`src/rtl/ls153_scan_if.sv`:
```
// ls153_scan_if: bus bundle for the ls153_scan selector array and scan sequencer.
`default_nettype none

interface ls153_scan_if #(
  parameter int CH      = 2,
  parameter int SEL_W   = 2,
  parameter int DWELL_W = 8
);
  logic [CH-1:0]              g;
  logic [CH*(1<<SEL_W)-1:0]   c;
  logic [SEL_W-1:0]           sel;
  logic                       mode;
  logic [DWELL_W-1:0]         dwell;
  logic                       hold;
  logic [CH-1:0]              y;
  logic [SEL_W-1:0]           scan;
  logic                       step;
  logic                       wrap;

  modport master (
    output g, c, sel, mode, dwell, hold,
    input  y, scan, step, wrap
  );

  modport slave (
    input  g, c, sel, mode, dwell, hold,
    output y, scan, step, wrap
  );
endinterface

`default_nettype wire

```
`src/rtl/ls153_scan.sv`:
```
// ls153_scan: CH registered 2^SEL_W:1 selectors with active-low strobes and a dwell-timed scan sequencer.
// Optional macro LS153_SCAN_WRAP_EN builds the registered wrap pulse; otherwise wrap is tied low.
`default_nettype none

module ls153_scan #(
  parameter int CH      = 2,
  parameter int SEL_W   = 2,
  parameter int DWELL_W = 8
) (
  input  logic         clk_i,
  input  logic         rst_i,
  ls153_scan_if.slave  bus
);
  localparam int N = 1 << SEL_W;

  logic               mode_q;
  logic               adv_q, adv_d;
  logic [SEL_W-1:0]   sc_q, sc_d, sc_eff;
  logic [DWELL_W-1:0] d_q, d_d, d_eff;
  logic [SEL_W-1:0]   scan_q, sel_w;
  logic [CH-1:0]      y_q, y_d;
  logic               step_q, step_d;
  logic               entering;
  logic [N-1:0]       ch_w;

  always_comb begin
    entering = bus.mode & ~mode_q;
    // A fresh entry into scan mode behaves as if the sequencer sat at input 0 with no elapsed dwell.
    sc_eff   = entering ? '0 : sc_q;
    d_eff    = entering ? '0 : d_q;
    sel_w    = bus.mode ? sc_eff : bus.sel;

    y_d  = '0;
    ch_w = '0;
    for (int ch = 0; ch < CH; ch++) begin
      ch_w     = bus.c[ch*N +: N];
      y_d[ch]  = ~bus.g[ch] & ch_w[sel_w];
    end

    sc_d  = sc_eff;
    d_d   = d_eff;
    adv_d = 1'b0;
    if (bus.mode && !bus.hold) begin
      // >= rather than == so a dwell lowered under the running count still advances.
      if (d_eff >= bus.dwell) begin
        d_d   = '0;
        sc_d  = sc_eff + 1'b1;
        adv_d = 1'b1;
      end else begin
        d_d = d_eff + 1'b1;
      end
    end

    step_d = bus.mode & ~entering & adv_q;
  end

  always_ff @(posedge clk_i) begin
    if (rst_i) begin
      mode_q <= 1'b0;
      adv_q  <= 1'b0;
      sc_q   <= '0;
      d_q    <= '0;
      y_q    <= '0;
      scan_q <= '0;
      step_q <= 1'b0;
    end else begin
      mode_q <= bus.mode;
      adv_q  <= adv_d;
      sc_q   <= sc_d;
      d_q    <= d_d;
      y_q    <= y_d;
      scan_q <= sel_w;
      step_q <= step_d;
    end
  end

  assign bus.y    = y_q;
  assign bus.scan = scan_q;
  assign bus.step = step_q;

`ifdef LS153_SCAN_WRAP_EN
  logic wrap_q;

  always_ff @(posedge clk_i) begin
    if (rst_i) begin
      wrap_q <= 1'b0;
    end else begin
      wrap_q <= step_d & (sel_w == '0);
    end
  end

  assign bus.wrap = wrap_q;
`else
  assign bus.wrap = 1'b0;
`endif

endmodule

`default_nettype wire

```
`src/flat_wrapper.sv`:
```
// flat-port wrapper written by rule: the top's interface ports become plain ports
module ls153_scan_flat 
#(
  parameter int CH      = 2,
  parameter int SEL_W   = 2,
  parameter int DWELL_W = 8
)
  (clk_i, rst_i, bus_g, bus_c, bus_sel, bus_mode, bus_dwell, bus_hold, bus_y, bus_scan, bus_step, bus_wrap);
  ls153_scan_if #(.CH(CH), .SEL_W(SEL_W), .DWELL_W(DWELL_W)) bus_i ();
  input  logic clk_i;
  input  logic rst_i;
  input wire logic [$bits(bus_i.g)-1:0] bus_g;
  input wire logic [$bits(bus_i.c)-1:0] bus_c;
  input wire logic [$bits(bus_i.sel)-1:0] bus_sel;
  input wire logic [$bits(bus_i.mode)-1:0] bus_mode;
  input wire logic [$bits(bus_i.dwell)-1:0] bus_dwell;
  input wire logic [$bits(bus_i.hold)-1:0] bus_hold;
  output wire logic [$bits(bus_i.y)-1:0] bus_y;
  output wire logic [$bits(bus_i.scan)-1:0] bus_scan;
  output wire logic [$bits(bus_i.step)-1:0] bus_step;
  output wire logic [$bits(bus_i.wrap)-1:0] bus_wrap;
  assign bus_i.g = bus_g;
  assign bus_i.c = bus_c;
  assign bus_i.sel = bus_sel;
  assign bus_i.mode = bus_mode;
  assign bus_i.dwell = bus_dwell;
  assign bus_i.hold = bus_hold;
  assign bus_y = bus_i.y;
  assign bus_scan = bus_i.scan;
  assign bus_step = bus_i.step;
  assign bus_wrap = bus_i.wrap;
  ls153_scan #(.CH(CH), .SEL_W(SEL_W), .DWELL_W(DWELL_W)) u_core (.clk_i(clk_i), .rst_i(rst_i), .bus(bus_i));
endmodule
```
`config.mk`:
```
export PLATFORM = sky130hd
export DESIGN_NAME = ls153_scan_flat
export DESIGN_NICKNAME = d
export VERILOG_FILES = /design/src/rtl/ls153_scan_if.sv /design/src/rtl/ls153_scan.sv /design/src/flat_wrapper.sv
export SDC_FILE = /design/constraint.sdc
export NUM_CORES = 1
export LEC_CHECK = 0
export BUFFER_PORTS_ARGS = -buffer_cell sky130_fd_sc_hd__buf_2
export CORE_MARGIN = 4
export CORE_UTILIZATION = 25
export CTS_BUF_LIST = sky130_fd_sc_hd__clkbuf_8
export DETAILED_ROUTE_END_ITERATION = 7
export GPL_TIMING_DRIVEN = 0
export MAX_ROUTING_LAYER = met4
export PLACE_DENSITY = 0.43
export SYNTH_ARGS = -nofsm -noshare
export SYNTH_HDL_FRONTEND = slang
export SYNTH_SLANG_ARGS = --single-unit
```
`constraint.sdc`:
```
create_clock -name clk_i -period 4.96 [get_ports clk_i]
set_input_delay 0 -clock clk_i [delete_from_list [all_inputs] [get_ports clk_i]]
set_output_delay 0 -clock clk_i [all_outputs]
set_load 0.03 [all_outputs]
```
==> metrics.md, run 1 <==
| Metric | Value |
|---|---|
| Status | finished, final reports clean |
| Finished Layout Cells | 202 |
| Post-Syn Area | 0.00106 mm^2 |
| # IOs | 30 |
| Final Net Count | 185 |
| Crit-path max cell delay | 0.58 ns |
| First-pass GRT wire length | 4.13 mm |
| Critical path cell sequence | nand2b_2 -> buf_6 -> and2_1 -> ha_1 -> a21oi_1 -> o21ai_0 -> o31a_4 -> mux2_4 |
| Register bit total from synthesis | 17 |
| Worst Path Arrival | 2.68 ns |
| Final WL | 2.52 mm |
| CP max stage cell | o21ai_0 |
| DR vias | 946 |
| DRC violations left | 0 |
| GR Overflow Total | 0 |
| Post-DP Area | 0.00126 mm^2 |
| Initial antenna violation count | 0 |
| Chip height | 73.2 um |
| Simple-Gate Fraction of Synth Area | 28.0% |
| Register area share after synthesis | 32.0% |
| Starting Density | 26.2% |
| Post-layout minimum cycle time | 2.52 ns |
| Rows | 23 |
| Buffers on Ports | 27 |
| Compound-Gate Fraction of Synth Area | 14.5% |
| Vias in the first global route | 928 |
| Worst-skew pair later-pin latency | 0.26 ns |
| Crit end category | flip-flop |
| Pwr Density | 217 mW/mm^2 |
| Largest family of logic cells by synthesized area | simple AND/OR/NAND/NOR gates |
| Largest net degree at the start of global routing | 11 |
| Iteration-0 DRC Markers | 19 |
| CORE AREA | 0.00406 mm^2 |
| Fin Setup TNS | 0 ns |
| Clk buf depth | 2 |
| Rel. slew slack | 50.6% |
| Detailed Place HPWL | 2.02 mm |
| Syn Nets | 151 |
| Vias/cell | 4.68 |
| Placer Congestion | 0.834 |
| Die footprint | 0.00536 mm^2 |
| Clk_skew | 0.0104 ns |
| Post_cts resized | 0 |
| Final Hold Viols | 0 |
| Proportion of layout cells with a drive suffix above 1 | 27.0% |
| CP Class | flip-flop to flip-flop |
| Min-delay worst type | input pin to flip-flop |
| Post-Place Cells | 196 |
| ANT cells | 0 |
| FMAX | 396 MHz |
| Yosys warns | 0 |
| P_leak | 0.605 nW |
| GRT Total Usage | 10.3% |
| Commonest non-fill, non-tap cell in the layout | buf_2 |
| Tcrit/Tclk final | 50.9% |
| Clock slew at reported path FFs | 0.07 ns |
| First-pass DRT Iterations | 4 |
| Pwr Total | 0.000287 W |
| H-tree levels | 1 |
| Num CTS Buffers | 3 |
| Routed len/inst | 12.5 um |
| Slew Viols, Final | 0 |
| CP Data Required Time | 5.11 ns |
| Design Area, Final | 0.00133 mm^2 |
| Cells after synthesis | 119 |
| ANT nets after route | 0 |
| Synth Area in Adders | 9.42% |
| Clk sink count | 17 |
| Area delta synth->final | 24.9% |
| Die W | 73.2 um |
| Mux cell area share after synthesis | 7.54% |
| Synth unique cells | 39 |
| Synth Area per Inst | 8.93 um^2 |
| XOR/XNOR Fraction of Synth Area | 2.47% |
| Commonest non-fill, non-tap cells in the layout | buf_2, dfxtp_1, inv_1, nand2_1, ha_1 |
| Worst vdd ir | 0.0795 mV |
| Setup-failing EPs final | 0 |
| Peak fanout along the critical path | 10 |
| Root buffer cell | clkbuf_8 |
| RSZ-0062 raised after global routing | false |
| CP Launch Type | flip-flop |
| Max cap viols | 0 |
| Worst slew pin tran | 0.734 ns |
| CTS tree | yes |
==> per-layer routing <==
layer	GRT usage, %	vias up	share of wire [%]	wire (um)
li1	-	490	-	-
met1	12.6	418	47	1170
met2	16.2	33	43	1080
met3	1.79	5	8.3	208
met4	4.92	0	2.2	56
met5	-	-	0	0
==> metrics by stage <==
stage | hold WS, ns | util (%) | setup slack (ns)
2_1_floorplan | 0.0831 | - | 2.71
3_3_place_gp | 0.172 | 31.1 | 2.46
3_5_place_dp | 0.172 | 31.1 | 2.44
4_1_cts | 0.0925 | 32.7 | 2.44
5_1_grt | 0.126 | 32.7 | 2.27
6_report | 0.0932 | 32.7 | 2.44
==> critical path: cells and delay by family (launching register included) <==
family	cells	cell delay, ns
AO/OA/AOI/OAI	3	0.91
AND/OR/NAND/NOR	2	0.41
flip-flops	1	0.36
adder cells (fa/ha/maj)	1	0.30
multiplexers	1	0.30
buffers and inverters	1	0.15
==> final timing paths <==
kind / from / end / slack (ns) / cells past startpoint
worst max register to register: u_core.mode_q$_SDFF_PP0_ / u_core.sc_q[0]$_SDFF_PP0_ / 2.44 / 8
worst min-delay path: bus_c[1] / u_core.bus.y[0]$_SDFF_PP0_ / 0.09 / 3
worst max-delay path: u_core.mode_q$_SDFF_PP0_ / u_core.sc_q[0]$_SDFF_PP0_ / 2.44 / 8
worst min register to register: u_core.adv_q$_SDFF_PP0_ / u_core.bus.step$_SDFF_PP0_ / 0.46 / 1
==> logic make-up after synthesis <==
| family | after synthesis |
|---|---|
| AND/OR/NAND/NOR | 52 |
| XOR/XNOR | 3 |
| other | 1 |
| AO/OA/AOI/OAI | 18 |
| multiplexers | 7 |
| buffers and inverters | 13 |
| flip-flops | 17 |
| adder cells (fa/ha/maj) | 8 |
==> sequential cells by signal, indices dropped and copies added (netlist names) <==
name and count:
u_core.bus.scan 2, u_core.d_q 8, u_core.bus.step 1, u_core.bus.y 2
u_core.mode_q 1, u_core.sc_q 2, u_core.adv_q 1
==> cell type report <==
cell class                 instances  area, um^2
fill                             442        2730
buffer                             4        26.3
tap                               50        62.6
timing repair buffer              29         155
clock inverter                     1        5.00
sequential                        17         340
clock buffer                       3        41.3
inverter                           9        33.8
multi-input combinational         89         662
==> repair_timing <==
item	in CTS	in global routing
endpoints found under the setup margin	0	0
endpoints found under the hold margin	2	0
hold buffers	2	0
setup buffers	0	0
==> where the power goes <==
group	switching (W)	leakage [nW]	total (W)	internal (W)
clock network	0.0000487	0.0255	0.000104	0.0000558
registers	0.00000121	0.138	0.000140	0.000139
logic	0.0000234	0.441	0.0000426	0.0000192
total	0.0000733	0.605	0.000287	0.000214
==> synthesized netlist by cell type <==
cell	n	area (um^2)
a2111oi_0	2	17.5
a211oi_1	2	15.0
a21boi_1	1	7.51
a21oi_1	4	20.0
a221oi_2	1	15.0
a22o_1	2	17.5
a31oi_1	1	6.26
a31oi_2	1	12.5
a32o_1	1	10.0
and2_1	5	31.3
and2b_1	1	7.51
and3_1	2	12.5
and4_1	1	8.76
buf_4	1	7.51
buf_6	1	11.3
clkbuf_1	2	7.51
conb_1	1	3.75
dfxtp_1	17	340
ha_1	8	100
inv_1	9	33.8
mux2_4	2	30.0
mux2i_1	5	50.1
nand2_1	9	33.8
nand2b_1	2	12.5
nand2b_2	1	8.76
nand3_1	3	15.0
nor2_1	7	26.3
nor2b_1	7	43.8
nor3_1	5	25.0
nor3_2	1	10.0
nor3b_1	2	15.0
nor4_1	3	18.8
nor4_2	1	12.5
nor4b_1	1	8.76
o21ai_0	1	5.00
o311a_1	1	10.0
o31a_4	1	17.5
or2b_1	1	7.51
xor2_1	3	26.3
Power figures use the tool's default switching activity.
==> run 2: changes to the inputs <==
Clock period 4.96 ns to 2.45 ns, I/O delays scaled along.
==> run 2 against run 1 <==
Global-route usage fell by 0.058 points. Routed wire length rose by 2.6%. Register-to-register slack got worse by 2.3 ns. Worst hold slack improved by 0.00073 ns. Flip-flop and latch count did not move. Power rose by 110%. Core utilization rose by 1.9 points. Via count fell by 0.21%. Clock-buffer cell count did not move. Sequential power rose by 100%. First-iteration DRC count fell by 32%. Non-clock buffer count rose by 1.
==> metrics.md, run 2 (synthesis gave the netlist of run 1 again) <==
| Metric | Value |
|---|---|
| Status | finished, final reports clean (unchanged) |
| CP Class | flip-flop to flip-flop (unchanged) |
| First-pass DRT Iterations | 4 (unchanged) |
| Min-delay worst type | input pin to flip-flop (unchanged) |
| Starting Density | 26.2% (unchanged) |
| CTS tree | yes (unchanged) |
| Root buffer cell | clkbuf_8 (unchanged) |
| FMAX | 423 MHz (was 396 MHz) |
| Setup WS post-layout | 0.0852 ns (was 2.44 ns) |
| Final Net Count | 186 (was 185) |
| Proportion of layout cells with a drive suffix above 1 | 34.0% (was 27.0%) |
| Logic pwr share | 16.1% (was 14.8%) |
| CP Launch Type | flip-flop (unchanged) |
| Clk_skew | 0.0100 ns (was 0.0104 ns) |
| Commonest non-fill, non-tap cell in the layout | buf_2 (unchanged) |
| Peak fanout along the critical path | 10 (unchanged) |
| Crit-path max cell delay | 0.40 ns (was 0.58 ns) |
| DR vias | 944 (was 946) |
| Routed len/inst | 12.7 um (was 12.5 um) |
| Worst vdd ir | 0.162 mV (was 0.0795 mV) |
| Commonest non-fill, non-tap cells in the layout | buf_2, dfxtp_1, inv_1 (was buf_2, dfxtp_1, inv_1, nand2_1, ha_1) |
| Clock slew at reported path FFs | 0.07 ns (about the same) |
| First-pass GRT wire length | 4.10 mm (was 4.13 mm) |
| Initial antenna violation count | 0 (unchanged) |
| ANT nets after route | 0 (unchanged) |
| H-tree levels | 1 (unchanged) |
| Pwr Density | 420 mW/mm^2 (was 217 mW/mm^2) |
| DRC violations left | 0 (unchanged) |
| Die footprint | 0.00536 mm^2 (unchanged) |
| Crit end category | flip-flop (unchanged) |
| Tcrit/Tclk final | 96.5% (was 50.9%) |
| Largest net degree at the start of global routing | 11 (unchanged) |
| Setup-failing EPs final | 0 (unchanged) |
| Worst Path Arrival | 2.52 ns (was 2.68 ns) |
| Post-Place Cells | 196 (unchanged) |
| Finished Layout Cells | 203 (was 202) |
| P_leak | 0.618 nW (was 0.605 nW) |
| Iteration-0 DRC Markers | 13 (was 19) |
| Internal power | 0.000437 W (was 0.000214 W) |
| Fin Setup TNS | 0 ns (unchanged) |
| Num CTS Buffers | 3 (unchanged) |
| Final Hold Viols | 0 (unchanged) |
| ANT cells | 0 (unchanged) |
| # IOs | 30 (unchanged) |
| Die W | 73.2 um (unchanged) |
| Sequential power share | 48.1% (was 48.8%) |
| CP Data Required Time | 2.60 ns (was 5.11 ns) |
| Largest Register | u_core.d_q (unchanged) |
| Clock Power Share | 35.9% (was 36.4%) |
| CORE AREA | 0.00406 mm^2 (unchanged) |
| GR Overflow Total | 0 (unchanged) |
| Sw Pwr | 0.000153 W (was 0.0000733 W) |
| Clk sink count | 17 (unchanged) |
| Max cap viols | 0 (unchanged) |
| Worst-skew pair later-pin latency | 0.26 ns (about the same) |
| Rows | 23 (unchanged) |
| Pre-CTS setup slack | -0.0713 ns (was 2.44 ns) |
| CP max stage cell | o31a_4 (was o21ai_0) |
| Buffers on Ports | 27 (unchanged) |
| Chip height | 73.2 um (unchanged) |
| Post-layout minimum cycle time | 2.36 ns (was 2.52 ns) |
| Largest register FFs | 8 (unchanged) |
| Clk buf depth | 2 (unchanged) |
| Area delta synth->final | 32.2% (was 24.9%) |
| Placer Congestion | 0.834 (unchanged) |
| Switching share of power | 25.9% (was 25.5%) |
| Final WL | 2.58 mm (was 2.52 mm) |
| Critical path cell sequence | nand2b_4 -> buf_6 -> nand2_1 -> ha_1 -> nand2b_1 -> a221oi_2 -> nor4_4 -> o31a_4 -> mux2_4 (was nand2b_2 -> buf_6 -> and2_1 -> ha_1 -> a21oi_1 -> o21ai_0 -> o31a_4 -> mux2_4) |
| Vias/cell | 4.65 (was 4.68) |
| GRT Total Usage | 10.2% (was 10.3%) |
| Vias in the first global route | 916 (was 928) |
| Slew Viols, Final | 0 (unchanged) |
| RSZ-0062 raised after global routing | false (unchanged) |
| Layout fillers | 443 (was 442) |
| Detailed Place HPWL | 2.02 mm (unchanged) |
run 2: power groups by stage:
stage | combinational, W | clock [W] | sequential, W
floorplan | 0.0000455 | 0 | 0.000297
global placement | 0.0000817 | 0 | 0.000291
detailed placement | 0.0000842 | 0 | 0.000291
CTS | 0.0000890 | 0.000222 | 0.000284
global route | 0.000105 | 0.000233 | 0.000284
finish | 0.0000947 | 0.000211 | 0.000284
run 2: final timing paths:
| check | slack [ns] | startpoint | depth (start not counted) | endpoint |
|---|---|---|---|---|
| max | 0.09 | u_core.mode_q$_SDFF_PP0_ | 9 | u_core.sc_q[0]$_SDFF_PP0_ |
| min | 0.09 | bus_c[1] | 3 | u_core.bus.y[0]$_SDFF_PP0_ |
| max reg2reg | 0.09 | u_core.mode_q$_SDFF_PP0_ | 9 | u_core.sc_q[0]$_SDFF_PP0_ |
| min reg2reg | 0.46 | u_core.adv_q$_SDFF_PP0_ | 1 | u_core.bus.step$_SDFF_PP0_ |
run 2: cell type report:
cell class / instances / area [um^2] / share of cell area (%)
Tap cell: 50 / 62.6 / 4.46
Inverter: 9 / 33.8 / 2.41
Sequential cell: 17 / 344 / 24.5
Clock inverter: 1 / 5.00 / 0.357
Clock buffer: 3 / 41.3 / 2.94
Multi-Input combinational cell: 89 / 728 / 51.9
Buffer: 4 / 26.3 / 1.87
Timing Repair Buffer: 30 / 163 / 11.6
run 2: repair_timing:
action | CTS | global route
gates resized for setup | 4 | 10
setup buffers | 0 | 1
endpoints found under the hold margin | 2 | 0
pin swaps | 0 | 3
hold buffers | 2 | 0
endpoints found under the setup margin | 2 | 3
run 2: through the flow:
step / area, um^2 / util [%] / power [W] / hold WS (ns)
3_5_place_dp: 1260 / 31.1 / 0.000375 / 0.172
2_1_floorplan: 1060 / - / 0.000342 / 0.0831
5_1_grt: 1400 / 34.6 / 0.000622 / 0.124
3_3_place_gp: 1260 / 31.1 / 0.000372 / 0.172
4_1_cts: 1340 / 33.0 / 0.000595 / 0.0844
6_report: 1400 / 34.6 / 0.000590 / 0.0939
run 2: worst max-delay path, delay by kind of cell, from the launching register on:
kind	cells	cell delay, ns
adder cells (fa/ha/maj)	1	0.27
multiplexers	1	0.30
AND/OR/NAND/NOR	4	0.48
AO/OA/AOI/OAI	2	0.71
buffers and inverters	1	0.13
flip-flops	1	0.37
run 2: metal layers:
layer,vias to the layer above,share of wire [%],global-route usage (%)
li1,489,-,-
met1,421,45,12.5
met2,32,45,16.1
met3,2,8.2,1.79
met4,0,1.2,4.92
met5,-,0,-
